<file path="src/rtl/pipelined_adder_pkg.sv">
// Shared constants and helpers for the pipelined adder.
package adder_pkg;

  localparam int unsigned DefWidth  = 8;
  localparam int unsigned DefStages = 2;

  function automatic int unsigned chunk_width(input int unsigned width,
                                              input int unsigned stages);
    return width / stages;
  endfunction

endpackage

</file>
<file path="src/rtl/pipelined_adder_if.sv">
// Valid/ready operand and result bus for pipelined_adder.
// Defining ADDER_SUB_EN adds the per-beat subtract select.
interface pipelined_adder_if
  import adder_pkg::*;
#(
  parameter int unsigned WIDTH = DefWidth
);

  logic             in_valid;
  logic             in_ready;
  logic [WIDTH-1:0] a;
  logic [WIDTH-1:0] b;
  logic             c_in;
`ifdef ADDER_SUB_EN
  logic             sub;
`endif
  logic             out_valid;
  logic             out_ready;
  logic [WIDTH-1:0] s;
  logic             c_out;
  logic             ovf;

  modport master (
`ifdef ADDER_SUB_EN
    output sub,
`endif
    output in_valid, a, b, c_in, out_ready,
    input  in_ready, out_valid, s, c_out, ovf
  );

  modport slave (
`ifdef ADDER_SUB_EN
    input  sub,
`endif
    input  in_valid, a, b, c_in, out_ready,
    output in_ready, out_valid, s, c_out, ovf
  );

endinterface

</file>
<file path="src/rtl/pipelined_adder_stage.sv">
// One chunk of the carry-chained adder: registered chunk sum, carry out and valid bit.
module adder_stage
  import adder_pkg::*;
#(
  parameter int unsigned CHUNK = chunk_width(DefWidth, DefStages)
) (
  input  logic             clk,
  input  logic             rst,
  input  logic             en_i,
  input  logic             valid_i,
  input  logic [CHUNK-1:0] a_i,
  input  logic [CHUNK-1:0] b_i,
  input  logic             c_i,
  output logic             valid_o,
  output logic [CHUNK-1:0] sum_o,
  output logic             c_o
);

  logic             valid_d, valid_q;
  logic             c_d, c_q;
  logic [CHUNK-1:0] sum_d, sum_q;

  always_comb begin
    valid_d      = valid_i;
    {c_d, sum_d} = {1'b0, a_i} + {1'b0, b_i} + {{CHUNK{1'b0}}, c_i};
  end

  always_ff @(posedge clk or posedge rst) begin
    if (rst) begin
      valid_q <= 1'b0;
      c_q     <= 1'b0;
      sum_q   <= '0;
    end else if (en_i) begin
      valid_q <= valid_d;
      c_q     <= c_d;
      sum_q   <= sum_d;
    end
  end

  assign valid_o = valid_q;
  assign sum_o   = sum_q;
  assign c_o     = c_q;

endmodule

</file>
<file path="src/rtl/pipelined_adder.sv">
// Carry-chained adder split into STAGES chunks with operand skew and sum deskew registers.
// Defining ADDER_SUB_EN enables a + ~b + 1 subtraction per beat.
module pipelined_adder
  import adder_pkg::*;
#(
  parameter int unsigned WIDTH  = DefWidth,
  parameter int unsigned STAGES = DefStages
) (
  input logic              clk,
  input logic              rst,
  pipelined_adder_if.slave bus
);

  localparam int unsigned CHUNK = chunk_width(WIDTH, STAGES);

  if (WIDTH < 2 || STAGES == 0 || (WIDTH % STAGES) != 0) begin : g_param_check
    $error("pipelined_adder: WIDTH must be >= 2 and divisible by STAGES");
  end

  logic             en;
  logic [WIDTH-1:0] b_eff;
  logic             c_eff;

`ifdef ADDER_SUB_EN
  assign b_eff = bus.sub ? ~bus.b : bus.b;
  assign c_eff = bus.sub ? 1'b1 : bus.c_in;
`else
  assign b_eff = bus.b;
  assign c_eff = bus.c_in;
`endif

  // The whole pipe freezes while the output beat is held back.
  assign en           = !(bus.out_valid && !bus.out_ready);
  assign bus.in_ready = en;

  for (genvar k = 0; k < STAGES; k++) begin : g_stage
    logic [CHUNK-1:0]         op_a, op_b, sum;
    logic                     cin, vin, cout, vout;
    logic [(k+1)*CHUNK-1:0]   full_sum;

    if (k == 0) begin : g_src
      assign op_a     = bus.a[CHUNK-1:0];
      assign op_b     = b_eff[CHUNK-1:0];
      assign cin      = c_eff;
      assign vin      = bus.in_valid;
      assign full_sum = sum;
    end else begin : g_src
      logic [k*CHUNK-1:0] lo_d, lo_q;

      assign op_a = g_stage[k-1].g_skew.hi_a_q[CHUNK-1:0];
      assign op_b = g_stage[k-1].g_skew.hi_b_q[CHUNK-1:0];
      assign cin  = g_stage[k-1].cout;
      assign vin  = g_stage[k-1].vout;

      always_comb lo_d = g_stage[k-1].full_sum;

      always_ff @(posedge clk or posedge rst) begin
        if (rst)     lo_q <= '0;
        else if (en) lo_q <= lo_d;
      end

      assign full_sum = {sum, lo_q};
    end

    // Upper operand chunks not yet consumed travel alongside the beat.
    if (k < STAGES - 1) begin : g_skew
      localparam int unsigned HiW = WIDTH - (k + 1) * CHUNK;
      logic [HiW-1:0] hi_a_d, hi_a_q, hi_b_d, hi_b_q;

      if (k == 0) begin : g_in
        always_comb begin
          hi_a_d = bus.a[WIDTH-1:CHUNK];
          hi_b_d = b_eff[WIDTH-1:CHUNK];
        end
      end else begin : g_in
        always_comb begin
          hi_a_d = g_stage[k-1].g_skew.hi_a_q[HiW+CHUNK-1:CHUNK];
          hi_b_d = g_stage[k-1].g_skew.hi_b_q[HiW+CHUNK-1:CHUNK];
        end
      end

      always_ff @(posedge clk or posedge rst) begin
        if (rst) begin
          hi_a_q <= '0;
          hi_b_q <= '0;
        end else if (en) begin
          hi_a_q <= hi_a_d;
          hi_b_q <= hi_b_d;
        end
      end
    end

    adder_stage #(
      .CHUNK(CHUNK)
    ) u_stage (
      .clk    (clk),
      .rst    (rst),
      .en_i   (en),
      .valid_i(vin),
      .a_i    (op_a),
      .b_i    (op_b),
      .c_i    (cin),
      .valid_o(vout),
      .sum_o  (sum),
      .c_o    (cout)
    );

    if (k == STAGES - 1) begin : g_out
      logic msb_x_d, msb_x_q;

      always_comb msb_x_d = op_a[CHUNK-1] ^ op_b[CHUNK-1];

      always_ff @(posedge clk or posedge rst) begin
        if (rst)     msb_x_q <= 1'b0;
        else if (en) msb_x_q <= msb_x_d;
      end

      assign bus.out_valid = vout;
      assign bus.s         = full_sum;
      assign bus.c_out     = cout;
      // Carry into the MSB is a^b^s at that bit.
      assign bus.ovf       = cout ^ msb_x_q ^ full_sum[(k+1)*CHUNK-1];
    end
  end

endmodule

</file>
<file path="src/flat_wrapper.sv">
// flat-port wrapper written by rule: the top's interface ports become plain ports
module pipelined_adder_flat import adder_pkg::*;
#(
  parameter int unsigned WIDTH  = DefWidth,
  parameter int unsigned STAGES = DefStages
)
  (clk, rst, bus_in_valid, bus_a, bus_b, bus_c_in, bus_out_ready, bus_in_ready, bus_out_valid, bus_s, bus_c_out, bus_ovf);
  pipelined_adder_if #(.WIDTH(WIDTH)) bus_i ();
  input logic clk;
  input logic rst;
  input wire logic [$bits(bus_i.in_valid)-1:0] bus_in_valid;
  input wire logic [$bits(bus_i.a)-1:0] bus_a;
  input wire logic [$bits(bus_i.b)-1:0] bus_b;
  input wire logic [$bits(bus_i.c_in)-1:0] bus_c_in;
  input wire logic [$bits(bus_i.out_ready)-1:0] bus_out_ready;
  output wire logic [$bits(bus_i.in_ready)-1:0] bus_in_ready;
  output wire logic [$bits(bus_i.out_valid)-1:0] bus_out_valid;
  output wire logic [$bits(bus_i.s)-1:0] bus_s;
  output wire logic [$bits(bus_i.c_out)-1:0] bus_c_out;
  output wire logic [$bits(bus_i.ovf)-1:0] bus_ovf;
  assign bus_i.in_valid = bus_in_valid;
  assign bus_i.a = bus_a;
  assign bus_i.b = bus_b;
  assign bus_i.c_in = bus_c_in;
  assign bus_i.out_ready = bus_out_ready;
  assign bus_in_ready = bus_i.in_ready;
  assign bus_out_valid = bus_i.out_valid;
  assign bus_s = bus_i.s;
  assign bus_c_out = bus_i.c_out;
  assign bus_ovf = bus_i.ovf;
  pipelined_adder #(.WIDTH(WIDTH), .STAGES(STAGES)) u_core (.clk(clk), .rst(rst), .bus(bus_i));
endmodule
</file>
<file path="config.mk">
export PLATFORM = sky130hd
export DESIGN_NAME = pipelined_adder_flat
export DESIGN_NICKNAME = d
export VERILOG_FILES = /design/src/rtl/pipelined_adder_pkg.sv /design/src/rtl/pipelined_adder_if.sv /design/src/rtl/pipelined_adder_stage.sv /design/src/rtl/pipelined_adder.sv /design/src/flat_wrapper.sv
export SDC_FILE = /design/constraint.sdc
export NUM_CORES = 1
export LEC_CHECK = 0
export ABC_AREA = 1
export ABC_CLOCK_PERIOD_IN_PS = 2200
export BUFFER_PORTS_ARGS = -buffer_cell sky130_fd_sc_hd__buf_2
export CAP_MARGIN = 15
export CORE_MARGIN = 2
export CORE_UTILIZATION = 37
export CTS_CLUSTER_SIZE = 28
export DETAILED_ROUTE_END_ITERATION = 8
export GPL_TIMING_DRIVEN = 0
export PLACE_DENSITY_LB_ADDON = 0.2
export SLEW_MARGIN = 10
export SYNTH_ARGS = -nofsm -noshare
export SYNTH_HDL_FRONTEND = slang
export SYNTH_SLANG_ARGS = --single-unit
</file>
<file path="constraint.sdc">
create_clock -name clk -period 2.2 [get_ports clk]
set_input_delay 0.66 -clock clk [delete_from_list [all_inputs] [get_ports clk]]
set_output_delay 0.66 -clock clk [all_outputs]
set_load 0.05 [all_outputs]
</file>
# Word level (Yosys, flattened, before mapping)
# Cells that the tools add are included.
# classes
bitwise,3
n_addsub,4
n_reduce_logical,3
# ops
cell,n
adder 4 x 4 -> 5 bit,2
adder 5 x 1 -> 5 bit,2
XOR 1 bit,3
zero test 1 bit,2
logical AND 1 bit,1
# totals
in_bits,21
elab_cells,20
register_bits,25
output_inout_bits,12

# Longest topological paths before layout
# logic_depth
depth_word,3
depth_mapped,8
depth_no_buf,8

# Cells and area by module
# Synthesis repeated with hierarchy kept, for this count alone.
# unflattened
cells_unflattened,162
hier_area_um2,1332.5
# modules_own_cells
mod,cells_per_inst,n_inst,area_each_um2,seq_area_each_um2
adder_stage,46,2,385.4,150.1
pipelined_adder,70,1,561.8,325.3

# Least setup slack after synthesis
# No wires, ideal clock.
# synth_path
kind,flip-flop to output port
from,reg u_core.g_stage[1].u_stage.c_q
to,out bus_ovf
setup_slack_ns,-0.110
arrival_ns,1.650
stages_incl_launch_ff,3
n_path_buf,0
required_time_ns,1.540
path_cell_list,dfrtp_1 -> xnor2_1 -> xnor2_1
# synth_via
elab_chain_len,2
# synth_rtl
item,line,rtl
start: declaration,pipelined_adder_stage.sv:20,"logic c_d, c_q;"
start signal: assignment,pipelined_adder_stage.sv:31,c_q <= 1'b0;
start signal: assignment,pipelined_adder_stage.sv:35,c_q <= c_d;
XOR 1 bit (2 in a row),pipelined_adder.sv:122,assign bus.ovf = cout ^ msb_x_q ^ full_sum[(k+1)*CHUNK-1];
end: declaration,flat_wrapper.sv:20,output wire logic [$bits(bus_i.ovf)-1:0] bus_ovf;
# No other way between the ends.

# Worst setup path in the final report
# Ends and elaborated chain as after synthesis.

==> flow_summary_export.csv <==
group,metric,value,unit
run_status,status,"completed",
setup_path,cp_max_fo,3,
timing,worst_slew_pin_slew,0.938,ns
synthesis,synth-edff-count,0,
routing,ant_nets,0,
synthesis,syn_inst,143,
place,hpwlAfterDp,1.95,mm
power,power_density,995,nW/um2
routing,wl,2.53,mm
setup_path,crit_path_end,"bus_ovf",
synthesis,yosysUniqueCellTypes,23,
finish,syn2layout_area_growth,19.1,%
finish,drive_gt1_share,30.2,%
setup_path,reg2reg_to,"u_core.g_stage[1].u_stage.sum_o[1]",
floorplanning,rows,21,
synthesis,synth_compound_area_share,6.65,%
cts,postCtsResizedCells,0,
timing,rsz0062_at_grt,"false",
synthesis,yosysSeqAreaShare,47.5,%
synthesis,syn-num-nets,174,
cts,worstSkewPairLatency,0.30,ns
timing,fin_crit_sh,92.9,%
cts,cts_hold_buf,0,
setup_path,path_depth,3,
cts,cts-root-buf,"clkbuf_4",
finish,seqCellArea,626,um2
setup_path,cp_slowest_stage_delay,0.43,ns
timing,max_slew_margin,37.4,%
synthesis,synth_area_leaders,"dfrtp_1, nand2_1, fa_1, ha_1, inv_1",
setup_path,r2r_cells,4,
synthesis,synth-main-ff-cell,"dfrtp_1",
setup_path,arrival,1.38,ns
setup_path,end_kind,"primary output",
synthesis,yosys-top-cells-count,"nand2_1, dfrtp_1, inv_1",
floorplanning,coreArea,3390,um2
timing,fin_crit,2.04,ns
setup_path,cp_cell_sequence,"xnor2_1 -> xnor2_2 -> buf_2",
routing,dr.first_iter.drc_count,32,
synthesis,synth_top_family_by_area,"simple AND/OR/NAND/NOR gates",
synthesis,syn_area,1320,um2
routing,drtPass1Iterations,4,
routing,post_drt_wl_per_cell,11.3,um
global_routing,grt_use_total,14.3,%
synthesis,async_reset_ff_share,100,%
setup_path,reg2reg_from,"u_core.g_stage[0].g_skew.hi_b_q[0]",
cts,htree_levels,1,
setup_path,critPathKind,"reg -> out",
floorplanning,die_w,63.6,um
global_routing,antenna_found_initial,0,
place,place.gp.congestion,0.730,
timing,fin_tns_setup,0,ns
timing,hold-worst-slack,0.464,ns
cts,clk_pin_slew_worst_paths,0.13,ns
finish,nets,211,
routing,vias,1020,
run,cap_violations,0,
setup_path,startpoint_type,"flop",
place,pre_cts_ws,0.147,ns
place,portBuffers,32,
timing,fmax,0.489,GHz
floorplanning,pin_count,33,
setup_path,critPathTopFamily,"flip-flops",
cts,clk_path_buf_depth,2,
hold_path,worstHoldPathCells,2,
global_routing,grt_pass1_wl,4.52,mm
global_routing,overflow,0,
floorplanning,die_area,4050,um2
finish,final_core_util,46.3,%
setup_path,r2r_setup_slack,0.60,ns
floorplanning,die_y,63.6,um
timing,hold_viol,0,
routing,via_per_inst,4.53,
power,cellLeakagePower,0.865,nW
synthesis,synthAdderAreaFrac,11.8,%
cts,cts_setup_buffers,0,
synthesis,synthXorXnorAreaFrac,2.00,%
synthesis,yosysMostFrequentCell,"nand2_1",
synthesis,syn_avg_cell_area,9.20,um2
synthesis,yosys_warnings,0,
finish,multi_input_comb_area,579,um2
power,ir_worst_vdd,0.276,mV
setup_path,worst_path_max_delay_cell,"dfrtp_1",
global_routing,grt_pass1_vias,1030,
synthesis,synth_top_cell_area_share,47.5,%
routing,drc_errors,0,
setup_path,path_buf_inv,1,
hold_path,hp-class,"reg -> reg",
cts,cts.sinks,25,
finish,fill_cells,323,
global_routing,grt_max_degree,26,
synthesis,yosys.area.top_type,"dfrtp_1",
cts,cts_tree,"done",
timing,setup_viol_count_final,0,
synthesis,synthMuxAreaShare,0,%
setup_path,cp-startpoint,"u_core.g_stage[1].u_stage.c_o",
floorplanning,start_util,38.8,%
timing,maxSlewViolCount,0,
setup_path,worstPathRequired,1.54,ns
finish,n_antenna_cell,0,
timing,setup_slack,0.155,ns
timing,fin_skew,0.00113,ns
synthesis,synthSimpleGateAreaFrac,23.0,%
synthesis,ys_seq_elements,25,
cts,numCtsBuffers,3,
==> through the flow <==
stage / power (mW) / area [um2] / instances
after floorplan: 1.21 / 1320 / 143
after global placement: 1.37 / 1540 / 221
after detailed placement: 1.38 / 1540 / 221
after CTS: 1.58 / 1570 / 225
after global routing: 1.67 / 1570 / 225
final: 1.56 / 1570 / 225
==> worst min-delay path: cells and delay by family (launching register included) <==
family | cells | cell delay (ns)
flops | 1 | 0.35
buf+inv | 1 | 0.05
simple gates | 1 | 0.05
==> power breakdown <==
part           switching (mW)  internal, mW  total [mW]
combinational           0.506         0.223       0.729
sequential             0.0699         0.564       0.633
clock                   0.127        0.0707       0.198
total                   0.703         0.857        1.56
==> final cells by class <==
type / count / area share [%]
buffer: 4 / 3.19
clock buffer: 4 / 1.68
timing repair buffer: 32 / 10.2
multi-input combinational: 97 / 37.0
inverter: 17 / 4.39
tap: 46 / 3.67
sequential: 25 / 39.9
==> kinds of logic (layout without fill, tap and decap cells) <==
| kind of cell | Yosys count | count (layout) |
|---|---|---|
| compound gates | 14 | 14 |
| xor+xnor | 3 | 3 |
| fa+ha+maj | 10 | 10 |
| buf+inv | 21 | 57 |
| flops | 25 | 25 |
| simple gates | 70 | 70 |
==> state kept, by name, indices dropped and copies added, names as in the netlist <==
signal                          cells
u_core.g_stage.g_out.msb_x_q        1
u_core.g_stage.g_skew.hi_a_q        4
u_core.g_stage.g_skew.hi_b_q        4
u_core.g_stage.g_src.lo_q           4
u_core.g_stage.u_stage.c_o          2
u_core.g_stage.u_stage.sum_o        8
u_core.g_stage.u_stage.valid_o      2
==> placed cells by master, fill, tap and decap left out, drive strengths merged <==
cell	count
xnor2	2
nand3	7
ha	6
clkbuf	4
o21bai	1
dfrtp	25
xor2	1
fa	4
inv	17
buf	36
a21oi	3
o21ai	10
nand2	58
nor2	4
nand3b	1
==> metal layers <==
metal  vias up  share of wire, %  GRT usage, %  wire length [um]
met5         -                 0             0                 0
met3         4               3.9          3.04                98
li1        513                 -             -                 -
met2        19                52          24.5              1320
met4         0               1.8          6.25                46
met1       484                42          17.1              1060
==> worst min path at each step <==
stage	from	to	slack [ns]
2_1_floorplan	u_core.g_stage[0].u_stage.valid_o	u_core.g_stage[1].u_stage.valid_o	0.42
3_3_place_gp	u_core.g_stage[0].u_stage.valid_o	u_core.g_stage[1].u_stage.valid_o	0.44
3_5_place_dp	u_core.g_stage[0].u_stage.valid_o	u_core.g_stage[1].u_stage.valid_o	0.44
4_1_cts	u_core.g_stage[0].u_stage.valid_o	u_core.g_stage[1].u_stage.valid_o	0.47
5_1_grt	u_core.g_stage[0].u_stage.valid_o	u_core.g_stage[1].u_stage.valid_o	0.50
6_report	u_core.g_stage[0].u_stage.valid_o	u_core.g_stage[1].u_stage.valid_o	0.46
Note: power is estimated with default switching activity, not from simulation.
